<file path="src/rtl/lcd_status_reader_pkg.sv">
// ----------------------------------------------------------------------------
// lcd_status_reader_pkg
// Shared definitions for the LCD read path: read FSM state encoding, request
// mode codes and the position of the busy flag in the status byte.
// These are also used by the write-side controller.
// ----------------------------------------------------------------------------
package lcd_status_reader_pkg;

    typedef enum logic [2:0] {
        S_IDLE  = 3'd0,
        S_SETUP = 3'd1,
        S_E_HI  = 3'd2,
        S_E_LO  = 3'd3,
        S_DONE  = 3'd4
    } state_t;

    localparam logic [1:0] MODE_STATUS = 2'b00;
    localparam logic [1:0] MODE_DATA   = 2'b01;
    localparam logic [1:0] MODE_POLL   = 2'b10;

    // Busy flag position in the status byte; bits below it are the address counter.
    localparam int BF_BIT = 7;

endpackage

</file>
<file path="src/rtl/lcd_status_reader_if.sv">
// ----------------------------------------------------------------------------
// lcd_status_reader_if
// Request/response and LCD pin bundle for the status reader.
//   start/mode     : 1-cycle request and read type
//   db_in          : LCD DB pins as seen at the pad
//   E/RW/RS/bus_own: LCD control pins and bus ownership towards the top mux
//   ready/valid/timeout, rd_data/busy_flag/ac : status and results
// master = the reader, slave = the requester / bus side.
// ----------------------------------------------------------------------------
interface lcd_status_reader_if;
    logic       start;
    logic [1:0] mode;
    logic [7:0] db_in;
    logic       E;
    logic       RW;
    logic       RS;
    logic       bus_own;
    logic       ready;
    logic [7:0] rd_data;
    logic       busy_flag;
    logic [6:0] ac;
    logic       valid;
    logic       timeout;

    modport master (
        input  start, mode, db_in,
        output E, RW, RS, bus_own, ready, rd_data, busy_flag, ac, valid, timeout
    );

    modport slave (
        output start, mode, db_in,
        input  E, RW, RS, bus_own, ready, rd_data, busy_flag, ac, valid, timeout
    );
endinterface

</file>
<file path="src/rtl/lcd_status_reader_phase_timer.sv">
// ----------------------------------------------------------------------------
// lcd_phase_timer
// Loadable down-counter timing the SETUP and E-high phases.
//   i_clk, i_rst_n : clock, synchronous active-low reset
//   i_load         : load i_load_val (phase length minus one)
//   o_done         : counter at zero -> current cycle is the phase's last
// ----------------------------------------------------------------------------
module lcd_phase_timer #(
    parameter int W = 1
) (
    input  logic         i_clk,
    input  logic         i_rst_n,
    input  logic         i_load,
    input  logic [W-1:0] i_load_val,
    output logic         o_done
);
    logic [W-1:0] r_cnt;

    always_ff @(posedge i_clk) begin
        if (!i_rst_n)           r_cnt <= '0;
        else if (i_load)        r_cnt <= i_load_val;
        else if (r_cnt != '0)   r_cnt <= r_cnt - W'(1);
    end

    assign o_done = (r_cnt == '0);
endmodule

</file>
<file path="src/rtl/lcd_status_reader.sv">
// ----------------------------------------------------------------------------
// lcd_status_reader
// Runs HD44780-style read cycles (RW=1) on the shared LCD bus: status read,
// data read, or polling of the busy flag until it clears or POLL_MAX reads.
//   clk_1ms : sole clock (1 ms tick)
//   reset   : synchronous active-low reset
//   bus     : request/result and LCD pin bundle (master side)
// ----------------------------------------------------------------------------
module lcd_status_reader
    import lcd_status_reader_pkg::*;
#(
    parameter int SETUP_CYC  = 1,
    parameter int E_HIGH_CYC = 1,
    parameter int POLL_MAX   = 50
) (
    input  logic                 clk_1ms,
    input  logic                 reset,
    lcd_status_reader_if.master  bus
);
    localparam int CNT_W   = $clog2(POLL_MAX + 1);
    localparam int MAX_CYC = (SETUP_CYC > E_HIGH_CYC) ? SETUP_CYC : E_HIGH_CYC;
    localparam int TMR_W   = (MAX_CYC > 1) ? $clog2(MAX_CYC) : 1;
    localparam logic [TMR_W-1:0] SETUP_LD = TMR_W'(SETUP_CYC - 1);
    localparam logic [TMR_W-1:0] EHI_LD   = TMR_W'(E_HIGH_CYC - 1);
    localparam logic [CNT_W-1:0] POLL_LIM = CNT_W'(POLL_MAX);

    state_t            r_state, w_next;
    logic [1:0]        r_mode, w_mode;
    logic [CNT_W-1:0]  r_poll_cnt, w_cnt_inc;
    logic              r_bf_smp;
    logic              w_tmr_load, w_tmr_done;
    logic [TMR_W-1:0]  w_tmr_val;
    logic              w_data_rd, w_poll, w_rd_phase;

    logic              r_e, r_rw, r_rs, r_own, r_ready, r_valid, r_timeout;
    logic [7:0]        r_rd_data;
    logic              r_busy;
    logic [6:0]        r_ac;

    lcd_phase_timer #(.W(TMR_W)) u_timer (
        .i_clk      (clk_1ms),
        .i_rst_n    (reset),
        .i_load     (w_tmr_load),
        .i_load_val (w_tmr_val),
        .o_done     (w_tmr_done)
    );

    // On the accepting edge the requested mode is not latched yet, so the
    // registered RS for the first SETUP cycle must come from the request.
    always_comb begin
        w_mode = r_mode;
        if (r_state == S_IDLE)
            w_mode = (bus.mode == 2'b11) ? MODE_STATUS : bus.mode;
    end

    assign w_data_rd = (w_mode == MODE_DATA);
    assign w_poll    = (r_mode == MODE_POLL);
    // Completed-read count including the read ending now; saturates.
    assign w_cnt_inc = (r_poll_cnt == POLL_LIM) ? r_poll_cnt : r_poll_cnt + CNT_W'(1);
    assign w_rd_phase = (w_next == S_SETUP) || (w_next == S_E_HI) || (w_next == S_E_LO);

    always_comb begin
        w_next     = r_state;
        w_tmr_load = 1'b0;
        w_tmr_val  = SETUP_LD;
        unique case (r_state)
            S_IDLE:  if (bus.start) begin
                         w_next     = S_SETUP;
                         w_tmr_load = 1'b1;
                     end
            S_SETUP: if (w_tmr_done) begin
                         w_next     = S_E_HI;
                         w_tmr_load = 1'b1;
                         w_tmr_val  = EHI_LD;
                     end
            S_E_HI:  if (w_tmr_done) w_next = S_E_LO;
            S_E_LO:  if (w_poll && r_bf_smp && (w_cnt_inc < POLL_LIM)) begin
                         w_next     = S_SETUP;
                         w_tmr_load = 1'b1;
                     end else begin
                         w_next = S_DONE;
                     end
            S_DONE:  w_next = S_IDLE;
            default: w_next = S_IDLE;
        endcase
    end

    always_ff @(posedge clk_1ms) begin
        if (!reset) begin
            r_state    <= S_IDLE;
            r_mode     <= MODE_STATUS;
            r_poll_cnt <= '0;
            r_bf_smp   <= 1'b0;
            r_e        <= 1'b0;
            r_rw       <= 1'b0;
            r_rs       <= 1'b0;
            r_own      <= 1'b0;
            r_ready    <= 1'b1;
            r_valid    <= 1'b0;
            r_timeout  <= 1'b0;
            r_rd_data  <= '0;
            r_busy     <= 1'b0;
            r_ac       <= '0;
        end else begin
            r_state <= w_next;
            if (r_state == S_IDLE && bus.start) begin
                r_mode     <= w_mode;
                r_poll_cnt <= '0;
            end
            if (r_state == S_E_LO)
                r_poll_cnt <= w_cnt_inc;
            if (r_state == S_E_HI && w_tmr_done) begin
                r_rd_data <= bus.db_in;
                r_bf_smp  <= bus.db_in[BF_BIT];
                if (!w_data_rd) begin
                    r_busy <= bus.db_in[BF_BIT];
                    r_ac   <= bus.db_in[BF_BIT-1:0];
                end
            end
            // Pins follow the next state so that they change only on phase boundaries.
            r_e       <= (w_next == S_E_HI);
            r_rw      <= w_rd_phase;
            r_own     <= w_rd_phase;
            r_rs      <= w_rd_phase && w_data_rd;
            r_ready   <= (w_next == S_IDLE);
            r_valid   <= (w_next == S_DONE);
            r_timeout <= (w_next == S_DONE) && w_poll && r_bf_smp;
        end
    end

    assign bus.E         = r_e;
    assign bus.RW        = r_rw;
    assign bus.RS        = r_rs;
    assign bus.bus_own   = r_own;
    assign bus.ready     = r_ready;
    assign bus.valid     = r_valid;
    assign bus.timeout   = r_timeout;
    assign bus.rd_data   = r_rd_data;
    assign bus.busy_flag = r_busy;
    assign bus.ac        = r_ac;
endmodule

</file>
<file path="src/flat_wrapper.sv">
// flat-port wrapper written by rule: the top's interface ports become plain ports
module lcd_status_reader_flat import lcd_status_reader_pkg::*;
#(
    parameter int SETUP_CYC  = 1,
    parameter int E_HIGH_CYC = 1,
    parameter int POLL_MAX   = 50
)
  (clk_1ms, reset, bus_start, bus_mode, bus_db_in, bus_E, bus_RW, bus_RS, bus_bus_own, bus_ready, bus_rd_data, bus_busy_flag, bus_ac, bus_valid, bus_timeout);
  lcd_status_reader_if bus_i ();
  input  logic clk_1ms;
  input  logic reset;
  input wire logic [$bits(bus_i.start)-1:0] bus_start;
  input wire logic [$bits(bus_i.mode)-1:0] bus_mode;
  input wire logic [$bits(bus_i.db_in)-1:0] bus_db_in;
  output wire logic [$bits(bus_i.E)-1:0] bus_E;
  output wire logic [$bits(bus_i.RW)-1:0] bus_RW;
  output wire logic [$bits(bus_i.RS)-1:0] bus_RS;
  output wire logic [$bits(bus_i.bus_own)-1:0] bus_bus_own;
  output wire logic [$bits(bus_i.ready)-1:0] bus_ready;
  output wire logic [$bits(bus_i.rd_data)-1:0] bus_rd_data;
  output wire logic [$bits(bus_i.busy_flag)-1:0] bus_busy_flag;
  output wire logic [$bits(bus_i.ac)-1:0] bus_ac;
  output wire logic [$bits(bus_i.valid)-1:0] bus_valid;
  output wire logic [$bits(bus_i.timeout)-1:0] bus_timeout;
  assign bus_i.start = bus_start;
  assign bus_i.mode = bus_mode;
  assign bus_i.db_in = bus_db_in;
  assign bus_E = bus_i.E;
  assign bus_RW = bus_i.RW;
  assign bus_RS = bus_i.RS;
  assign bus_bus_own = bus_i.bus_own;
  assign bus_ready = bus_i.ready;
  assign bus_rd_data = bus_i.rd_data;
  assign bus_busy_flag = bus_i.busy_flag;
  assign bus_ac = bus_i.ac;
  assign bus_valid = bus_i.valid;
  assign bus_timeout = bus_i.timeout;
  lcd_status_reader #(.SETUP_CYC(SETUP_CYC), .E_HIGH_CYC(E_HIGH_CYC), .POLL_MAX(POLL_MAX)) u_core (.clk_1ms(clk_1ms), .reset(reset), .bus(bus_i));
endmodule
</file>
<file path="config.mk">
export PLATFORM = sky130hd
export DESIGN_NAME = lcd_status_reader_flat
export DESIGN_NICKNAME = d
export VERILOG_FILES = /design/src/rtl/lcd_status_reader_pkg.sv /design/src/rtl/lcd_status_reader_if.sv /design/src/rtl/lcd_status_reader_phase_timer.sv /design/src/rtl/lcd_status_reader.sv /design/src/flat_wrapper.sv
export SDC_FILE = /design/constraint.sdc
export NUM_CORES = 1
export LEC_CHECK = 0
export CORE_UTILIZATION = 49
export CTS_CLUSTER_DIAMETER = 40
export DETAILED_ROUTE_END_ITERATION = 12
export GPL_TIMING_DRIVEN = 0
export PLACE_DENSITY_LB_ADDON = 0.08
export SYNTH_ARGS = -nofsm -noshare
export SYNTH_HDL_FRONTEND = slang
export SYNTH_HIERARCHICAL = 1
export SYNTH_SLANG_ARGS = --single-unit
</file>
<file path="constraint.sdc">
create_clock -name clk_1ms -period 2 [get_ports clk_1ms]
set_input_delay 0.3 -clock clk_1ms [delete_from_list [all_inputs] [get_ports clk_1ms]]
set_output_delay 0.3 -clock clk_1ms [all_outputs]
set_load 0.01 [all_outputs]
</file>
Word-level counts from Yosys, hierarchy flattened --
Index checks and enable logic that the tools add are counted.
Storage, ports and cells: register bits 35, bits in latches 0, memory bits (writable) 0, ROM bits 0, output and inout port bits 23, memories kept 0
Cells by class: add/subtract/negate cells 2, multiply operators 0, divide/modulo/power cells 0, order comparisons 1, eq/ne operators 11, shifts and indexed selects 0, multiplexer cells 14, bitwise operators 3, reduce and logical (&&, ||, !) cells 14
Operators with widths (count):
- $mux 6 | 3
- $eq 3x2->1 const B | 4
- $mux 3 | 4
- $pmux 3 s4 | 1
- $logic_and 1x1->1 | 7
- $add 6x1->6 const B | 1
- $eq 3x1->1 const B | 2
- $eq 6x6->1 const B | 1
- $logic_not 3->1 | 2
- $lt 6x6->1 const B | 1
- $eq 2x2->1 const B | 2
- $mux 2 | 2
- $eq 3x3->1 const B | 1
- $mux 1 | 3
- $not 1->1 | 3
- $pmux 1 s3 | 1
- $reduce_or 3->1 | 1
- $eq 2x1->1 const B | 1
- $logic_or 1x1->1 | 2
- $reduce_and 2->1 | 1
- $reduce_bool 2->1 | 1
- $sub 1x1->1 const B | 1

Logic depth before layout (Yosys ltp) --
Gate-level depths: netlist of the first run.
depth in word-level cells 10, depth in mapped cells 7

Hierarchy --
The synthesis of the first run kept the hierarchy.
By module, submodules not included:
- lcd_status_reader | times used 1, cells each 166, area an instance 1562.7 um^2
- lcd_phase_timer | times used 1, cells each 3, area an instance 30.0 um^2

Worst setup path after synthesis of the first run --
Ideal clock, no wire load.
kind register to register, start point reg u_core.r_poll_cnt[0], end point reg u_core.r_timeout, in the netlist u_core/bus.timeout, library setup time 0.062 ns, data arrival time 1.704 ns, data required time 1.938 ns, setup slack 0.234 ns, cell stages (with the launch flop) 6, path buffers 0, clock period less this slack 1.766 ns, path through dfxtp_1 > ha_1 > or3b_1 > o32a_1 > a221oi_2 > and4_1
Between the ends: longest elaborated chain between the ends 9, elaborated cells between the ends (all ways) 10, classes of those cells add/sub: 1; order compare: 1; eq/ne: 2; mux: 3; reduce/logical: 3
RTL lines:
- start, declared | RTL line lcd_status_reader.sv:29 | logic [CNT_W-1:0] r_poll_cnt, w_cnt_inc;
- start signal, assigned | RTL line lcd_status_reader.sv:111 | r_poll_cnt <= w_cnt_inc;
- $add 6x1->6 / $eq 6x6->1 (equally long branches) | RTL line lcd_status_reader.sv:59 | assign w_cnt_inc = (r_poll_cnt == POLL_LIM) ? r_poll_cnt : r_poll_cnt + CNT_W'(1);
- $mux 6 (*) | RTL line lcd_status_reader.sv:59
- $lt 6x6->1 (*) | RTL line lcd_status_reader.sv:77 | S_E_LO: if (w_poll && r_bf_smp && (w_cnt_inc < POLL_LIM)) begin
- $logic_and 1x1->1 (*) | RTL line lcd_status_reader.sv:77
- $mux 3 (*) | RTL line lcd_status_reader.sv:77
- $pmux 3 s4 (*) | RTL line lcd_status_reader.sv:66 | unique case (r_state)
- $eq 3x3->1 (*) | RTL line lcd_status_reader.sv:127 | r_timeout <= (w_next == S_DONE) && w_poll && r_bf_smp;
- $logic_and 1x1->1 (*) (2 in a row) | RTL line lcd_status_reader.sv:127
- end signal, assigned | RTL line lcd_status_reader.sv:127
- end, declared | RTL line lcd_status_reader.sv:35 | logic r_e, r_rw, r_rs, r_own, r_ready, r_valid, r_timeout;
Every way passes the cells marked *; elsewhere a longest branch is shown, timed or not. A chain may end at the register's enable or synchronous reset.

Worst setup path after layout of the first run --
start point reg u_core.r_poll_cnt[0], end point reg u_core.r_valid, in the netlist u_core/bus.valid
Between the ends: longest elaborated chain between the ends 7, elaborated cells between the ends (all ways) 8, classes of those cells add/sub: 1; order compare: 1; eq/ne: 2; mux: 3; reduce/logical: 1
RTL lines:
- $add 6x1->6 / $eq 6x6->1 (equally long branches) | RTL line lcd_status_reader.sv:59
- $mux 6 (*) | RTL line lcd_status_reader.sv:59
- $lt 6x6->1 (*) | RTL line lcd_status_reader.sv:77
- $logic_and 1x1->1 (*) | RTL line lcd_status_reader.sv:77
- $mux 3 (*) | RTL line lcd_status_reader.sv:77
- $pmux 3 s4 (*) | RTL line lcd_status_reader.sv:66
- $eq 3x3->1 (*) | RTL line lcd_status_reader.sv:126 | r_valid <= (w_next == S_DONE);
- end signal, assigned | RTL line lcd_status_reader.sv:126
- end, declared | RTL line lcd_status_reader.sv:35
Marked as above.

==> impl_metrics.py, run 1 <==
metrics = {
    "global_routing": {
        "grt-ovfl-total": 0,
        "grt_pass1_wl_microns": 5730,
        "grt_pass1_vias": 1312,
        "grt_max_degree": 12,
        "track_usage_pct": 22.4,
        "antenna_found_initial": 0,
    },
    "final_layout": {
        "multi_input_area_sq_um": 843,
        "layout_commonest_cell": "clkdlybuf4s50_1",
        "fin_area_sq_mm": 0.00210,
        "layout_common_cells": "35 x clkdlybuf4s50_1, 32 x dfxtp_1, 18 x mux2i_1, 18 x nor2b_1, 9 x nand2_1",
        "final_nets": 226,
        "syn_to_final_growth_pct": 31.9,
        "stdcell_count": 256,
        "fillers": 257,
        "drive_above_1_share_pct": 12.7,
        "antennaDiodeCount": 0,
        "seqCellArea_sq_um": 683,
    },
    "clocking": {
        "clockBufferDepth": 2,
        "htreeDepth": 2,
        "clk_pin_slew_ns": 0.11,
        "post_cts_buffers": 0,
        "cts_tree": "built",
        "cts.sinks": 34,
        "cts_buffers": 5,
        "root_buffer": "clkbuf_4",
        "clkLatencyLatePin_ns": 0.35,
    },
    "worst_setup_path": {
        "path_cells": "inv_1 > ha_1 > inv_1 > a2111oi_4 > a221oi_4 > o311a_2",
        "end_kind": "register",
        "rrSetupSlack_ns": 0.09,
        "crit_type": "register to register",
        "worstPathRequired_ns": 2.24,
        "worst_path_max_delay_cell": "dfxtp_2",
        "max_stage_delay_ns": 0.44,
        "cpMostUsedCell": "inv_1",
        "r2r_cells": 6,
        "r2r-start": "u_core/r_poll_cnt[0]",
        "r2r-end": "u_core/bus.valid",
        "start_kind": "register",
        "cp_max_fo": 8,
        "arrival_ns": 2.16,
    },
    "routing": {
        "drt_wl_total_microns": 3550,
        "drtIter0Drc": 67,
        "route.detailed.drc": 0,
        "detail_route.first_pass.iterations": 4,
        "wl_per_cell_microns": 13.9,
        "post_drt_via_cell_ratio": 5.31,
        "ant_nets": 0,
        "vias": 1359,
    },
    "synthesis": {
        "netlist_area_sq_mm": 0.00159,
        "synth_cell_types": 45,
        "avgSynthCellArea_sq_um": 9.42,
        "ys_warn_count": 6,
        "yosysSeqAreaShare_pct": 42.7,
        "synthArstFlopShare_pct": 0,
        "ys_ff_latch": 34,
        "syn_nets": 184,
        "synth-edff-count": 0,
        "synthFlopType": "dfxtp_1",
        "synth_cells": 169,
    },
    "floorplanning": {
        "rows": 20,
        "top_level_ports": 36,
        "fp.dieH_microns": 59.0,
        "initial_core_util_pct": 51.7,
        "fp.dieArea_sq_mm": 0.00348,
        "fp.dieW_microns": 59.0,
        "coreArea_sq_mm": 0.00308,
    },
    "sta": {
        "tns_ns": 0,
        "hold_viol": 0,
        "skew_ns": 0.00670,
        "finalMaxSlewViolations": 0,
        "whs_ns": 0.525,
        "slew_headroom_pct": 60.2,
        "finalSetupViolCount": 0,
        "period_minus_slack_ns": 1.91,
        "fin_crit_sh_pct": 95.7,
        "setup_slack_ns": 0.0867,
        "tightest_slew_ns": 0.588,
        "grt_setup_unrepaired": "no",
        "max_freq_mhz": 523,
    },
    "hold_path": {
        "hold_start": "u_core/bus.rd_data[0]",
        "hold_path.class": "register to register",
        "min_to": "u_core/bus.rd_data[0]",
        "hold_depth": 2,
    },
    "power_and_ir_drop": {
        "power_frac_clock_pct": 28.7,
        "leakage_nw": 0.787,
        "cellPowerDensity_mw_per_mm2": 682,
        "p_sw_share_pct": 27.5,
        "p_seq_share_pct": 51.4,
        "intPower_mw": 1.04,
        "switchingPower_uw": 395,
        "combPwrFrac_pct": 19.9,
        "peakVddDrop_uv": 471,
    },
    "placed_design": {
        "place_congestion": 0.807,
        "pre_cts_ws_ns": -0.0375,
        "io_buffers": 35,
        "numPlacedInstances": 248,
        "place_area_sq_mm": 0.00200,
        "hpwl_microns": 2490,
    },
    "run": {
        "cap_violations": 0,
    },
    "status": {
        "status": "complete, no violations",
    },
}
-- flip-flops by register name (all words and copies together) (netlist names) --
register	cells
u_core/bus.ac	7
u_core/bus.rd_data	7
u_core/r_poll_cnt	6
u_core/r_state	3
u_core/r_mode	2
u_core/bus.E	1
u_core/bus.RS	1
u_core/bus.bus_own	1
u_core/bus.busy_flag	1
u_core/bus.ready	1
u_core/bus.timeout	1
u_core/bus.valid	1
u_core/r_bf_smp	1
u_core/u_timer/r_cnt	1
-- metal layers --
| metal | vias up | routed length, microns | global-route usage, % |
|---|---|---|---|
| met5 | - | 0 | 0 |
| met4 | 0 | 89 | 10.9 |
| met3 | 12 | 180 | 7.21 |
| met2 | 43 | 1730 | 36.7 |
| met1 | 631 | 1550 | 26.4 |
| li1 | 673 | - | - |
-- power by group through the flow --
stage	Sequential, mW	Clock, mW	Combinational, mW
global placement	0.749	0	0.277
floorplan	0.761	0	0.152
detailed placement	0.751	0	0.282
CTS	0.736	0.423	0.286
global route	0.740	0.453	0.310
finish	0.736	0.411	0.286
-- layout make-up --
cell class	instances	area share, %
Inverter	7	1.25
Clock buffer	6	2.44
Sequential cell	34	32.5
Timing Repair Buffer	35	16.7
Multi-Input combinational cell	114	40.1
Tap cell	44	2.62
Clock inverter	2	0.596
Buffer	14	3.75
-- cell families after synthesis --
kind of cell | synth area share, %
and+or+nand+nor | 23.3
DFF | 42.7
AOI/OAI and AO/OA | 13.7
buffers and inverters | 6.60
muxes | 11.3
adders and majority gates | 1.57
other | 0.235
xor gates and xnor gates | 0.550
-- synthesized netlist by cell type, types with 3 or more instances --
cell type,count,area (sq um)
a21boi_0,6,45.0
o21ai_0,6,30.0
mux2i_1,18,180
buf_4,3,22.5
nor3_1,4,20.0
clkbuf_1,4,15.0
inv_1,7,26.3
buf_2,4,20.0
nand2b_1,3,18.8
nand2_1,9,33.8
a21oi_1,3,15.0
dfxtp_1,34,681
nor2b_1,18,113
nor2_1,5,18.8
nand3_1,5,25.0
-- worst max path at each step --
stage | from | to | slack (ns) | cells after the start
final | u_core/r_poll_cnt[0] | u_core/bus.valid | 0.09 | 6
after CTS | u_core/r_poll_cnt[0] | u_core/bus.timeout | 0.008 | 5
after detailed placement | u_core/r_poll_cnt[0] | u_core/bus.timeout | -0.04 | 5
after global routing | u_core/r_poll_cnt[0] | u_core/r_state[2] | 0.05 | 6
after global placement | u_core/r_poll_cnt[0] | u_core/bus.timeout | 0.005 | 5
after floorplan | u_core/r_poll_cnt[0] | u_core/bus.timeout | 0.23 | 5
-- critical path: cells and delay by family, from the launching register on --
family                   cells  cell delay (ns)
AO/OA/AOI/OAI                3             0.91
adder cells (fa/ha/maj)      1             0.31
buffers and inverters        2             0.14
flip-flops                   1             0.44
-- per-stage QoR --
step / utilization [%] / power [mW]
after detailed placement: 64.9 / 1.03
final: 68.3 / 1.43
after CTS: 67.8 / 1.44
after floorplan: - / 0.913
after global routing: 68.3 / 1.50
after global placement: 64.9 / 1.03
-- timing repair --
item                       in CTS  in global routing
pin swaps                       0                  1
setup endpoints to repair       5                  5
gates resized for setup         2                  4
hold buffers                    0                  0
(Power assumes the default switching activity.)
==> run 2: changes to the inputs <==
Settings changed: CELL_PAD_IN_SITES_DETAIL_PLACEMENT from default to 1, CELL_PAD_IN_SITES_GLOBAL_PLACEMENT from default to 1, CORE_UTILIZATION 49 to 37.
==> run 2 against run 1 <==
Hold slack worse by 0.038 ns; sequential share of layout area decreased by 0.89 points; fmax is 1.1% lower; setup slack got worse by 0.021 ns; critical path depth did not move; count of clock-buffer cells in the layout down 1; combinational power about the same; final cell count up 2.3%; flip-flop and latch count unchanged; via count up 0.59%; die area is 31% higher; first-iteration DRC count decreased by 3.0%; largest cell class unchanged; highest routed layer unchanged.
==> impl_metrics.py, run 2 (synthesis gave the netlist of run 1 again) <==
metrics = {
    "final_layout": {
        "layout_commonest_cell": "clkdlybuf4s50_1",
        "syn_to_final_growth_pct": 35.6,
        "drive_above_1_share_pct": 12.7,
        "seqCellArea_sq_um": 683,
        "final_nets": 226,
        "stdcell_count": 262,
        "fillers": 472,
        "multi_input_area_sq_um": 821,
        "layout_common_cells": "35 x clkdlybuf4s50_1, 32 x dfxtp_1, 18 x mux2i_1, 18 x nor2b_1, 9 x nand2_1",
        "antennaDiodeCount": 0,
        "fin_area_sq_mm": 0.00216,
        "final_core_util_pct": 53.2,
    },
    "clocking": {
        "cts.sinks": 34,
        "clockBufferDepth": 2,
        "root_buffer": "clkbuf_8",
        "cts_hold_buf": 0,
        "post_cts_buffers": 0,
        "clkLatencyLatePin_ns": 0.29,
        "cts_tree": "built",
        "clk_pin_slew_ns": 0.08,
        "cts_buffers": 5,
        "htreeDepth": 2,
    },
    "routing": {
        "route.detailed.drc": 0,
        "wl_per_cell_microns": 15.4,
        "drt_wl_total_microns": 4030,
        "vias": 1367,
        "ant_nets": 0,
        "drtIter0Drc": 65,
        "detail_route.first_pass.iterations": 4,
        "post_drt_via_cell_ratio": 5.22,
    },
    "placed_design": {
        "io_buffers": 35,
        "numPlacedInstances": 254,
        "hpwl_microns": 2880,
        "place_area_sq_mm": 0.00201,
        "place_congestion": 0.774,
    },
    "worst_setup_path": {
        "r2r_cells": 6,
        "arrival_ns": 2.11,
        "worst-path-stages": 6,
        "cp_max_fo": 8,
        "worst_path_max_delay_cell": "a2111oi_2",
        "end_kind": "register",
        "max_stage_delay_ns": 0.44,
        "worst-path-buf-inv": 2,
        "worstPathRequired_ns": 2.18,
        "cpMostUsedCell": "inv_1",
        "start_kind": "register",
        "cp_top_family": "compound AO/OA/AOI/OAI gates",
        "crit_type": "register to register",
        "path_cells": "inv_1 > ha_1 > inv_1 > a2111oi_2 > a221oi_4 > o311a_2",
    },
    "floorplanning": {
        "fp.dieW_microns": 67.6,
        "rows": 23,
        "fp.dieH_microns": 67.6,
        "coreArea_sq_mm": 0.00406,
        "top_level_ports": 36,
        "fp.dieArea_sq_mm": 0.00457,
        "initial_core_util_pct": 39.3,
    },
    "sta": {
        "finalSetupViolCount": 0,
        "hold_viol": 0,
        "finalMaxSlewViolations": 0,
        "skew_ns": 0.00750,
        "max_freq_mhz": 517,
        "tightest_slew_ns": 0.618,
        "period_minus_slack_ns": 1.93,
        "fin_crit_sh_pct": 96.7,
        "grt_setup_unrepaired": "yes",
        "slew_headroom_pct": 58.2,
    },
    "hold_path": {
        "hold_path.class": "register to register",
        "hold_depth": 2,
    },
    "run": {
        "cap_violations": 0,
    },
    "global_routing": {
        "grt_max_degree": 13,
        "grt-ovfl-total": 0,
        "grt_pass1_vias": 1389,
        "antenna_found_initial": 0,
        "grt_pass1_wl_microns": 6400,
        "track_usage_pct": 19.6,
    },
    "power_and_ir_drop": {
        "leakage_nw": 0.817,
        "peakVddDrop_uv": 523,
        "cellPowerDensity_mw_per_mm2": 827,
    },
    "status": {
        "status": "complete, no violations",
    },
}
## run 2: path summary, 6_finish.rpt
kind	start	endpoint	slack [ns]
max reg2reg	u_core/r_poll_cnt[0]	u_core/bus.valid	0.07
min reg2reg	u_core/r_mode[1]	u_core/r_mode[1]	0.49
min	u_core/r_mode[1]	u_core/r_mode[1]	0.49
max	u_core/r_poll_cnt[0]	u_core/bus.valid	0.07
## run 2: timing repair
| item | 4_1_cts | 5_1_grt |
|---|---|---|
| setup endpoints to repair | 5 | 3 |
| hold endpoints to repair | 0 | 0 |
| pin swaps | 1 | 1 |
| gates resized for setup | 4 | 0 |
## run 2: metal layers
layer | GRT usage, % | wire (microns) | vias to the layer above
met2 | 32.1 | 2020 | 28
met3 | 5.57 | 162 | 4
met4 | 8.78 | 60 | 0
met1 | 23.5 | 1790 | 663
met5 | 0 | 0 | -
li1 | - | - | 672
## run 2: through the flow
step | power, mW | setup slack, ns | hold slack (ns) | setup TNS, ns
floorplan | 0.913 | 0.234 | 0.454 | 0
global placement | 1.03 | -0.137 | 0.469 | -0.574
detailed placement | 1.04 | -0.177 | 0.484 | -0.817
CTS | 1.81 | 0.0676 | 0.493 | 0
global route | 1.87 | -0.00268 | 0.515 | -0.00268
finish | 1.79 | 0.0659 | 0.487 | 0
## run 2: worst reg2reg max path, delay by kind of cell (launching register included)
family / cells / cell delay (ns)
AOI/OAI and AO/OA: 3 / 0.96
DFF: 1 / 0.42
adders and majority gates: 1 / 0.31
buffers and inverters: 2 / 0.13
## run 2: power by group
| part | internal (mW) | switching (mW) | total, mW | leakage [nW] |
|---|---|---|---|---|
| clock network | 0.499 | 0.265 | 0.764 | 0.0683 |
| registers | 0.715 | 0.0208 | 0.736 | 0.277 |
| logic | 0.154 | 0.133 | 0.287 | 0.471 |
| total | 1.37 | 0.419 | 1.79 | 0.817 |
## run 2: area by class of cell
type,instances,area share (%)
Buffer,14,3.65
Clock buffer,5,3.19
Clock inverter,3,3.19
Inverter,7,1.22
Multi-Input combinational cell,114,38.0
Sequential cell,34,31.6
Tap cell,50,2.90
Timing Repair Buffer,35,16.2
==> run 3: changes to the inputs <==
Settings changed: CORE_ASPECT_RATIO from default to 2.
==> run 3 against run 2 <==
Fmax rose by 1.3%; sequential power barely moved; flip-flop and latch count did not move; cell area fell by 1.4%; largest power group is now sequential cells; combinational power rose by 1%; final cell count rose by 0.76%; routed wire length rose by 1.0%; clock power fell by 31%; clock skew fell by 0.0017 ns; sequential share of layout area rose by 0.45 points.
==> impl_metrics.py, run 3 (synthesis gave the netlist of run 1 again) <==
metrics = {
    "routing": {
        "drt_wl_total_microns": 4070,
        "vias": 1399,
        "wl_per_cell_microns": 15.4,
        "route.detailed.drc": 0,
        "drtIter0Drc": 29,
        "post_drt_via_cell_ratio": 5.30,
        "detail_route.first_pass.iterations": 4,
        "ant_nets": 0,
    },
    "sta": {
        "finalMaxSlewViolations": 0,
        "finalSetupViolCount": 0,
        "tightest_slew_ns": 0.669,
        "hold_viol": 0,
        "slew_headroom_pct": 54.8,
        "period_minus_slack_ns": 1.91,
        "grt_setup_unrepaired": "no",
        "setup_slack_ns": 0.0914,
        "fin_crit_sh_pct": 95.4,
        "max_freq_mhz": 524,
        "skew_ns": 0.00581,
    },
    "final_layout": {
        "drive_above_1_share_pct": 12.7,
        "final_nets": 226,
        "layout_common_cells": "35 x clkdlybuf4s50_1, 32 x dfxtp_1, 18 x mux2i_1, 18 x nor2b_1, 9 x nand2_1",
        "antennaDiodeCount": 0,
        "syn_to_final_growth_pct": 33.7,
        "layout_commonest_cell": "clkdlybuf4s50_1",
    },
    "worst_setup_path": {
        "worstPathRequired_ns": 2.18,
        "end_kind": "register",
        "r2r_cells": 6,
        "cp_max_fo": 8,
        "start_kind": "register",
        "rrSetupSlack_ns": 0.09,
        "r2r-end": "u_core/bus.valid",
        "arrival_ns": 2.08,
        "r2r-start": "u_core/r_poll_cnt[0]",
        "crit_type": "register to register",
    },
    "global_routing": {
        "grt_pass1_wl_microns": 6820,
        "grt_pass1_vias": 1461,
        "grt-ovfl-total": 0,
        "grt_max_degree": 12,
        "antenna_found_initial": 0,
        "track_usage_pct": 19.3,
    },
    "hold_path": {
        "hold_start": "u_core/r_mode[1]",
        "hold_path.class": "register to register",
        "min_to": "u_core/r_mode[1]",
        "hold_depth": 2,
    },
    "floorplanning": {
        "fp.dieH_microns": 94.8,
        "rows": 33,
        "coreArea_sq_mm": 0.00413,
        "top_level_ports": 36,
        "fp.dieArea_sq_mm": 0.00459,
        "fp.dieW_microns": 48.4,
        "initial_core_util_pct": 38.6,
    },
    "clocking": {
        "clk_pin_slew_ns": 0.07,
        "clockBufferDepth": 2,
        "cts_hold_buf": 0,
        "cts_buffers": 5,
        "post_cts_buffers": 0,
        "clkLatencyLatePin_ns": 0.28,
        "cts_tree": "built",
        "htreeDepth": 2,
        "root_buffer": "clkbuf_8",
        "cts.sinks": 34,
    },
    "placed_design": {
        "hpwl_microns": 3140,
        "io_buffers": 35,
        "place_congestion": 0.766,
        "pre_cts_ws_ns": -0.0871,
    },
    "power_and_ir_drop": {
        "power.total_mw": 1.55,
        "cellPowerDensity_mw_per_mm2": 730,
        "leakage_nw": 0.796,
        "peakVddDrop_uv": 421,
    },
    "run": {
        "cap_violations": 0,
    },
    "status": {
        "status": "complete, no violations",
    },
}
## run 3: cell types whose count changed in the layout (fill, tap and decap cells not counted), sizes merged
| cell | previous run | this run |
|---|---|---|
| clkbuf | 11 | 12 |
| clkinvlp | 0 | 1 |
| bufinv | 2 | 0 |
## run 3: area by class of cell
type / instances / area, sq um
fillers: 492 / 2000
inverters: 7 / 26.3
clock inverters: 2 / 12.5
multi-input cells: 114 / 831
flip-flops and latches: 34 / 683
clock buffers: 6 / 82.6
repair buffers: 35 / 350
well taps: 52 / 65.1
plain buffers: 14 / 78.8
## run 3: power by group
part           switching (mW)  internal (mW)  leakage, nW
Clock                   0.250          0.276       0.0472
Combinational           0.138          0.154        0.471
Sequential             0.0216          0.716        0.277
Total                   0.409           1.15        0.796
## run 3: layer usage
layer	routed length [microns]	GRT usage, %
met3	135	3.54
met1	1450	17.8
met2	2390	38.8
met4	96	10.0
met5	0	0
## run 3: how the worst max path moves through the flow
stage	startpoint	end	slack [ns]	depth (start not counted)
2_1_floorplan	u_core/r_poll_cnt[0]	u_core/bus.timeout	0.23	5
3_3_place_gp	bus_start	u_core/r_poll_cnt[3]	-0.08	5
3_5_place_dp	u_core/r_poll_cnt[1]	u_core/bus.timeout	-0.09	5
4_1_cts	u_core/r_poll_cnt[0]	u_core/bus.valid	0.04	6
5_1_grt	u_core/r_poll_cnt[0]	u_core/r_state[2]	0.03	6
6_report	u_core/r_poll_cnt[0]	u_core/bus.valid	0.09	6
## run 3: timing repair
action | in CTS | in global routing
pin swaps | 0 | 1
cloned | 0 | 0
resized for setup | 2 | 3
endpoints found under the setup margin | 5 | 5
## run 3: through the flow
stage               setup TNS (ns)  hold slack [ns]  util (%)  cells  instance area (sq um)
finish                           0            0.526      51.6    264                   2130
global route                     0            0.557      51.6    264                   2130
CTS                              0            0.531      51.3    264                   2120
detailed placement          -0.448            0.519      48.6    256                   2010
global placement            -0.234            0.472      48.6    256                   2010
floorplan                        0            0.454         -    169                   1590
## run 3: critical path, cell delays in order, from the launching register on
cell	delay [ns]
dfxtp_2	0.43
inv_1	0.06
ha_1	0.32
inv_1	0.06
a2111oi_2	0.43
a221oi_4	0.11
o311a_2	0.39
